`config.mk`:
```
export PLATFORM = sky130hd
export DESIGN_NAME = iter_divider_rnd
export DESIGN_NICKNAME = d
export VERILOG_FILES = /design/src/rtl/iter_divider_rnd.sv
export SDC_FILE = /design/constraint.sdc
export NUM_CORES = 1
export LEC_CHECK = 0
export ABC_CLOCK_PERIOD_IN_PS = 14740
export CAP_MARGIN = 0
export CORE_MARGIN = 1.5
export CORE_UTILIZATION = 45
export CTS_CLUSTER_SIZE = 28
export DETAILED_ROUTE_END_ITERATION = 7
export PLACE_DENSITY = 0.67
export SLEW_MARGIN = 20
export SYNTH_ARGS = -nofsm -noshare
export SYNTH_HDL_FRONTEND = slang
export SYNTH_SLANG_ARGS = --single-unit
```
`constraint.sdc`:
```
create_clock -name clk -period 14.74 [get_ports clk]
set_clock_uncertainty 0.2 [all_clocks]
set_input_delay 4.422 -clock clk [delete_from_list [all_inputs] [get_ports clk]]
set_output_delay 4.422 -clock clk [all_outputs]
set_load 0.02 [all_outputs]
```
`src/rtl/iter_divider_rnd.sv`:
```
// iter_divider_rnd: restoring radix-2 unsigned divider, one quotient bit per clock, tag sideband.
// Latency: WIDTH+1 edges from accept to out_valid with DIV_ROUND_EN, WIDTH edges without.
// Backpressure: one operation in flight; in_ready low until the result handshake completes.
//
// Optional feature macro: DIV_ROUND_EN (adds a ROUND state; quotient rounded to nearest, half up).
// Ports:
//   clk, rst (async, active-high)
//   in_valid/in_ready, dividend, divisor, in_tag         operand handshake
//   out_valid/out_ready, quotient, remainder,
//   div_by_zero, out_tag                                 result handshake
//   busy                                                 FSM not in IDLE
module iter_divider_rnd #(
  parameter int WIDTH = 32,
  parameter int TAG_W = 4
) (
  input  logic             clk,
  input  logic             rst,
  input  logic             in_valid,
  output logic             in_ready,
  input  logic [WIDTH-1:0] dividend,
  input  logic [WIDTH-1:0] divisor,
  input  logic [TAG_W-1:0] in_tag,
  output logic             out_valid,
  input  logic             out_ready,
  output logic [WIDTH-1:0] quotient,
  output logic [WIDTH-1:0] remainder,
  output logic             div_by_zero,
  output logic [TAG_W-1:0] out_tag,
  output logic             busy
);

  localparam int CW = $clog2(WIDTH);

  typedef enum logic [1:0] {
    S_IDLE  = 2'd0,
    S_CALC  = 2'd1,
    S_ROUND = 2'd2,
    S_DONE  = 2'd3
  } state_t;

  state_t state, state_nxt;

  logic [WIDTH-1:0] dvd_sh;    // dividend, shifted left one bit per CALC cycle
  logic [WIDTH-1:0] dvd_org;   // original dividend, returned as remainder on divide-by-zero
  logic [WIDTH-1:0] dvs;
  logic [WIDTH-1:0] prem;      // partial remainder; always < divisor between steps
  logic [WIDTH-1:0] q;
  logic [TAG_W-1:0] tag_r;
  logic [CW-1:0]    count;

  logic [WIDTH:0]   shifted;   // WIDTH+1-bit working remainder for this step
  logic             q_bit;
  logic [WIDTH-1:0] prem_nxt;
  logic [WIDTH-1:0] q_nxt;
  logic             dz;
  logic             load_out;
  logic [WIDTH-1:0] fin_q;
  logic [WIDTH-1:0] fin_r;

  // One restoring step.
  always_comb begin
    shifted  = {prem, dvd_sh[WIDTH-1]};
    q_bit    = (shifted >= {1'b0, dvs});
    prem_nxt = q_bit ? WIDTH'(shifted - {1'b0, dvs}) : WIDTH'(shifted);
    q_nxt    = {q[WIDTH-2:0], q_bit};
  end

  assign dz = (dvs == '0);

`ifdef DIV_ROUND_EN
  logic round_up;
  // 2*rem compared at WIDTH+1 bits; divisor >= 2 keeps q+1 in range, divisor 1 never rounds.
  assign round_up = ({prem, 1'b0} >= {1'b0, dvs});
  assign load_out = (state == S_ROUND);
  assign fin_q    = dz ? '1 : q + WIDTH'(round_up);
  assign fin_r    = dz ? dvd_org : prem;
`else
  assign load_out = (state == S_CALC) && (count == '0);
  assign fin_q    = dz ? '1 : q_nxt;
  assign fin_r    = dz ? dvd_org : prem_nxt;
`endif

  // FSM state register
  always_ff @(posedge clk or posedge rst) begin
    if (rst) state <= S_IDLE;
    else     state <= state_nxt;
  end

  // FSM next state and handshake outputs
  always_comb begin
    state_nxt = state;
    in_ready  = 1'b0;
    out_valid = 1'b0;
    busy      = 1'b1;
    case (state)
      S_IDLE: begin
        in_ready = 1'b1;
        busy     = 1'b0;
        if (in_valid) state_nxt = S_CALC;
      end
      S_CALC: begin
        if (count == '0) begin
`ifdef DIV_ROUND_EN
          state_nxt = S_ROUND;
`else
          state_nxt = S_DONE;
`endif
        end
      end
`ifdef DIV_ROUND_EN
      S_ROUND: state_nxt = S_DONE;
`endif
      S_DONE: begin
        out_valid = 1'b1;
        if (out_ready) state_nxt = S_IDLE;
      end
      default: state_nxt = S_IDLE;
    endcase
  end

  // Datapath and result registers
  always_ff @(posedge clk or posedge rst) begin
    if (rst) begin
      dvd_sh      <= '0;
      dvd_org     <= '0;
      dvs         <= '0;
      prem        <= '0;
      q           <= '0;
      tag_r       <= '0;
      count       <= '0;
      quotient    <= '0;
      remainder   <= '0;
      div_by_zero <= 1'b0;
      out_tag     <= '0;
    end else begin
      if (state == S_IDLE && in_valid) begin
        dvd_sh  <= dividend;
        dvd_org <= dividend;
        dvs     <= divisor;
        tag_r   <= in_tag;
        prem    <= '0;
        q       <= '0;
        count   <= CW'(WIDTH - 1);
      end else if (state == S_CALC) begin
        dvd_sh <= {dvd_sh[WIDTH-2:0], 1'b0};
        prem   <= prem_nxt;
        q      <= q_nxt;
        count  <= count - 1'b1;
      end
      // Result registers change only on the edge entering DONE.
      if (load_out) begin
        quotient    <= fin_q;
        remainder   <= fin_r;
        div_by_zero <= dz;
        out_tag     <= tag_r;
      end
    end
  end

endmodule
```
==> run summary, run 1 <==
The flow ran to the end, and the final reports show no timing, DRC or antenna violations. Summed over all instances, the cell type with the most area after synthesis is dfrtp_1. The tools report the placed standard-cell area as 13,300 um^2. The run gives 0.558 as the utilization after layout. The logs give 761 for the iteration-0 DRC count of the detailed router and 0 for the count of antenna-violating nets left after detailed routing.

For the sequential-to-total area share from yosys stat, the log shows 0.512. 144 I/O pins were placed. The tools report the count of pins over their slew limit as 0.

The leading cell type in the layout, fill and taps excluded is nand2_1. Launching element type of the critical path: a flip-flop. The tools report the initial core utilization as 0.461. Number of buffers created by CTS: 26. Floorplan die height: 164 um.

The x dimension of the die was 164 um. The kind of critical path was reg2out. TritonCTS built the clock tree. The tools report the mapped cell area as 11,700 um^2.

The async set-or-reset flop fraction in the synthesized netlist was 1.00. In this run the tool buffered the top-level ports with 143 buffer cells. Class of the tightest hold or removal check: reg2reg.

In this run, post-CTS hold repair placed 0 buffers. The floorplan step defined a die boundary enclosing 26,900 um^2. The primary flip-flop cell chosen by synthesis mapping was dfrtp_1. For the final routed database, the setup TNS stands at 0 ns. After global routing the overflow that remains totals 0.

The first detailed-routing pass took 6 iterations. VDD sags by at most 0.0947 mV. Compared with the post-synthesis result, the final layout area differs by 21.1%.

The initialized floorplan defines 58 standard-cell rows. The tools report the number of instances resized during post-cts repair as 0. Setup violations remaining at the end of the flow were counted as 0. The tools report the number of instances in the synthesized netlist as 1,285. After detailed routing, the average wire length per cell comes to 17.5 um. HPWL reported at the end of detailed placement: 20,500 um.

The antenna diode count is 0, and the net count after synthesis is 1,392. The count of flip-flops with a built-in enable after synthesis was 0; the storage element area was 5980 um^2. Routability-driven placement finished with a final weighted congestion of 0.922. The pin count of the biggest net entering global routing is 100, and the clock slew seen by the registers of the worst setup and hold paths is 0.06 ns. The share of Yosys cell area claimed by the top area cell type came out at 0.512.

Summing over every cut layer, the via total after detailed routing is 9,473. The synthesis-stage register bit count is 239, and the power after layout is 3.64 mW. The number of fillers in the final layout is 2,278, and the minimum clock period after layout is 6.54 ns. Summing all multi-input logic gate instances after layout gives 5200 um^2. The run gives 0 as the number of maximum-capacitance violations.

Final hold analysis gives a worst-case slack of 0.262 ns. The tools report the global-route usage over all layers as 0.230. The count of final hold-check violations was 0.

For this run, the top clock speed supported by timing is 153 MHz. The tools report the area of the core as 25,300 um^2. The tightest slew margin relative to the limit was 0.271. The synthesized netlist contains 65 unique library cells. By area the synthesized netlist is led by dfrtp_1 (51%), nand2_1 (9.9%), o21ai_0 (8.5%). The tools report the number of DRC violations after detailed routing as 0.

Setup repair after global routing left no endpoint under its margin. Clock tree root driver cell: clkbuf_16. In this run the static leakage power is 6.71 nW. The data arrival time at the worst-slack endpoint was 1.91 ns.

The logs give 0 for the number of buffers inserted by post-CTS setup repair and 1 for the number of levels in the clock H-tree. At the end of the flow, the number of nets in the layout was 1,493. The fraction of layout cells with a size suffix above 1 is 0.0498, and the slew at the pin closest to its max-slew limit is 1.09 ns. The tools report the routed wire length as 30,400 um. Summing all non-filler instances in the final layout gives an area of 14,100 um^2. Leaving out fill and tap cells, the most frequent cells in the layout are nand2_1 (308), dfrtp_1 (239), o21ai_0 (198).

The endpoint class of the critical path was an output pin. The total number of clock tree sinks was 239. The first global-routing pass estimated 49,300 um of wire. At the later pin of the worst-skew pair, clock insertion delay measures 0.54 ns. Dividing total power by cell area gives a power density of 257 nW/um^2. The number of antenna violations at the first check in global routing was 0; the via count of the first global-routing pass was 9,175.

In this run the worst path has a maximum fanout of 5. A synthesized cell averages 9.09 um^2. The period utilization is 0.443, and the required time of the worst setup path is 10.12 ns. Using the TritonRoute via totals, the vias-per-cell ratio works out to 5.46. The clock passes through at most 3 buffers.

For the number of warning messages in the yosys log, the log shows 0.
kinds of logic (layout without fill, tap and decap cells):
group                      after synthesis  in the layout  share of synthesized area
AOI/OAI and AO/OA                      350            350                      0.173
buffers and inverters                  130            250                     0.0444
DFF                                    239            239                      0.512
xor gates and xnor gates                27             27                     0.0203
and+or+nand+nor                        452            452                      0.168
muxes                                   52             52                     0.0447
adders and majority gates               35             35                     0.0381
area by class of cell:
cell class | instances | area share
clock buffer | 34 | 0.0510
clock inverter | 13 | 0.00893
inverter | 49 | 0.0135
multi-input combinational | 916 | 0.367
sequential | 239 | 0.423
tap | 330 | 0.0292
timing repair buffer | 154 | 0.107
per-layer routing:
metal / track usage / routed length (um) / vias up / part of all wire
met5: 0 / 0 / - / 0
li1: - / - / 4613 / -
met1: 0.354 / 15000 / 4603 / 0.49
met2: 0.346 / 13400 / 222 / 0.44
met3: 0.0285 / 1490 / 35 / 0.049
met4: 0.0521 / 561 / 0 / 0.018
state kept, by name (all words and copies together), names as in the netlist, 5 cells and up:
signal,count
q,31
dvs,32
dvd_org,32
count,5
prem,32
remainder,32
dvd_sh,32
quotient,32
Yosys cell counts (all sizes together), types with 8 or more instances:
| cell type | number |
|---|---|
| nand2 | 309 |
| dfrtp | 239 |
| o21ai | 203 |
| clkbuf | 72 |
| a21oi | 63 |
| mux2i | 51 |
| inv | 49 |
| nand3 | 38 |
| a21o | 34 |
| ha | 34 |
| nor2 | 30 |
| and3 | 22 |
| xnor2 | 18 |
| buf | 9 |
| nand4 | 9 |
| nor4 | 9 |
| xor2 | 9 |
| a31oi | 8 |
| nor3 | 8 |
worst paths after layout:
path	startpoint	to	slack, ns	cells after the start
setup / recovery	state[0]$_DFFE_PP0P_	in_ready	8.20	2
hold / removal	quotient[24]$_DFFE_PP0P_	quotient[24]$_DFFE_PP0P_	0.26	2
setup reg to reg	prem[20]$_DFFE_PP0P_	remainder[14]$_DFFE_PP0P_	10.34	11
hold reg to reg	quotient[24]$_DFFE_PP0P_	quotient[24]$_DFFE_PP0P_	0.26	2
max in group asynchronous	rst	dvs[13]$_DFFE_PP0P_	8.68	3
min in group asynchronous	rst	quotient[9]$_DFFE_PP0P_	4.19	2
stage by stage:
step / worst slack [ns] / instances
after detailed placement: 7.72 / 1688
final: 8.20 / 1735
after CTS: 8.18 / 1735
after global routing: 8.03 / 1735
after floorplan: 3.56 / 1285
after global placement: 7.85 / 1688
worst max-delay path, cell delays in order, from the launching register on:
cell	delay, ns
dfrtp_1	0.44
nor2_1	0.28
clkdlybuf4s50_1	0.68
power breakdown:
group	internal (mW)	switching (mW)	total (mW)	leakage, nW
clock network	0.380	0.263	0.643	0.413
logic	0.749	1.09	1.84	3.32
registers	0.962	0.196	1.16	2.98
Power figures use the tool's default switching activity.
==> run 2: changes to the inputs <==
--- a/config.mk
+++ b/config.mk
@@ -5,7 +5,7 @@
 export SDC_FILE = /design/constraint.sdc
 export NUM_CORES = 1
 export LEC_CHECK = 0
-export ABC_CLOCK_PERIOD_IN_PS = 14740
+export ABC_CLOCK_PERIOD_IN_PS = 6350
 export CAP_MARGIN = 0
 export CORE_MARGIN = 1.5
 export CORE_UTILIZATION = 45
==> constraint.sdc (replaced) <==
create_clock -name clk -period 6.35 [get_ports clk]
set_clock_uncertainty 0.2 [all_clocks]
set_input_delay 1.905 -clock clk [delete_from_list [all_inputs] [get_ports clk]]
set_output_delay 1.905 -clock clk [all_outputs]
set_load 0.02 [all_outputs]
==> run summary, run 2 (synthesis results as in run 1) <==
Power comes to 8.48 mW. For the worst-skew pair, the clock arrives at the later sink with an insertion delay of 0.53 ns. Buffers inserted to repair hold after CTS numbered 0. The leading cell type in the layout, fill and taps excluded is nand2_1.

Once detailed placement completed, the half-perimeter wirelength came to 20,800 um. The logs give 1 for the number of levels in the clock H-tree and 30,400 um for the routed wire length. The period utilization was 0.676. 144 I/O pins were placed. The tightest slew margin relative to the limit was 0.289; the standby leakage power was 6.75 nW. The floorplan die height works out to 164 um. The via count was 9,456; the count of buffers inserted at the top-level ports was 143. Summing all multi-input logic gate instances after layout gives 5200 um^2. The maximum root-to-sink buffer count was 3; the area of the core was 25,300 um^2. STA classifies the critical path endpoint as a flip-flop. The first global-routing pass estimated 48,900 um of wire. The run finished with clean final reports. The worst hold path was traced through 2 stages. The tools report the storage element area as 5980 um^2. The maximum vdd drop was 0.244 mV; the depth of the worst register-to-register path was 11. Routability-driven placement finished with a final weighted congestion of 0.956. At the worst endpoint, the required time is 6.57 ns. In this run the power density over the cells is 596 nW/um^2. After global routing the overflow that remains totals 0. The uppermost layer routed was met4. Once the clock tree was built, the setup fixing pass inserted 0 buffers. The die covers 26,900 um^2. The number of nets in the layout is 1,497.

The via count of the first global-routing pass was 9,082. The met1 wire length is 15,000 um. Number of antenna violations at the first check in global routing: 0.

The mean number of vias per cell is 5.44. The total number of clock tree sinks is 239. The setup slack after placement is 2.17 ns, and the number of DRC violations after detailed routing is 0.

Number of maximum-capacitance violations: 0. Data arrives at the worst endpoint at 4.51 ns. Mean routed wirelength per cell: 17.5 um. Class of the tightest hold or removal check: reg2reg.

The number of antenna diodes in the final layout is 0. The worst path meets setup with 2.06 ns of slack. CTS placed an instance of clkbuf_16 at the clock tree root.

Count of final hold-check violations: 0. In this run the worst path has a maximum fanout of 21. The minimum clock period after layout came out at 4.29 ns. The detailed router finished its first iteration with 657 violations. Setup repair after global routing left no endpoint under its margin. For the utilization after layout, the log shows 0.562. After detailed routing, the met3 layer carries 1440 um of wire. In the layout the commonest cells are nand2_1 (308), dfrtp_1 (239), o21ai_0 (198). Relative to the synthesized area, the layout overhead comes to 21.8%. The setup path with the least slack is of type reg2reg. The number of iterations in the first detailed-routing pass is 4, and the global-route usage over all layers is 0.230. The total negative setup slack is 0 ns, and the final setup violation count is 0. The routed design uses 13,500 um of met2 wire. Entering global routing, the biggest net connects 103 pins.

For the number of fillers in the final layout, the log shows 2,261. For the pin with the worst max-slew slack, the measured transition is 1.07 ns. In this run the core area contains 58 standard-cell rows. From left edge to right edge, the die measures 164 um. After clock tree synthesis, the clock-pin slew on the worst setup and hold paths is 0.06 ns.

The fraction of layout cells with a size suffix above 1 works out to 0.0504. TritonCTS built the clock tree. The run gives 27 as the number of buffers created by CTS.

Gates resized during post-CTS repair numbered 0. The logs give 0 for the count of antenna-violating nets left after detailed routing and 233 MHz for the fmax. The tools report the launching element type of the critical path as a flip-flop. Initial core utilization: 0.461. The run gives 0 as the count of pins over their slew limit.
[run 2: cell count changes in the layout (fill, tap and decap cells not counted), moves of 2 or more]
cell	previous run	this run
buf_12	0	2
clkbuf_1	5	7
clkbuf_8	2	8
clkinvlp_4	3	1
clkinv_2	7	3
[run 2: final timing paths]
kind	from	end	slack, ns
setup / recovery	prem[20]$_DFFE_PP0P_	remainder[3]$_DFFE_PP0P_	2.06
hold / removal	quotient[10]$_DFFE_PP0P_	quotient[10]$_DFFE_PP0P_	0.26
setup reg to reg	prem[20]$_DFFE_PP0P_	remainder[3]$_DFFE_PP0P_	2.06
hold reg to reg	quotient[10]$_DFFE_PP0P_	quotient[10]$_DFFE_PP0P_	0.26
max in group asynchronous	rst	dvs[6]$_DFFE_PP0P_	3.20
min in group asynchronous	rst	remainder[29]$_DFFE_PP0P_	1.60
[run 2: per-stage QoR]
stage	std cells	cell area, um^2	hold slack (ns)
after floorplan	1285	11700	0.238
after global placement	1690	13300	0.248
after detailed placement	1690	13300	0.255
after CTS	1737	14200	0.268
after global routing	1738	14200	0.285
final	1738	14200	0.262
[run 2: power breakdown]
| part | total, mW | internal (mW) | switching [mW] |
|---|---|---|---|
| Combinational | 4.27 | 1.75 | 2.53 |
| Sequential | 2.69 | 2.23 | 0.461 |
| Clock | 1.51 | 0.911 | 0.601 |
| Total | 8.48 | 4.89 | 3.59 |
[run 2: critical path, cell delays in order (launching register included)]
cell and delay, ns:
dfrtp_1 0.44, ha_1 0.43, and3_1 0.28, and3_1 0.19
nand2_1 0.09, o41ai_1 0.46, a2111o_1 0.25, a21o_1 0.81
buf_4 0.39, mux2i_1 0.34, a21oi_1 0.11, a21o_1 0.18
[run 2: area by class of cell]
type                            instances  share of cell area
Timing Repair Buffer                  157               0.111
Tap cell                              330              0.0290
Clock inverter                          5             0.00378
Sequential cell                       239               0.420
Inverter                               49              0.0132
Clock buffer                           42              0.0571
Multi-Input combinational cell        916               0.365
[run 2: routing by layer]
| layer | GRT usage | vias to the layer above |
|---|---|---|
| li1 | - | 4628 |
| met1 | 0.355 | 4572 |
| met2 | 0.342 | 214 |
| met3 | 0.0268 | 42 |
| met4 | 0.0595 | 0 |
| met5 | 0 | - |
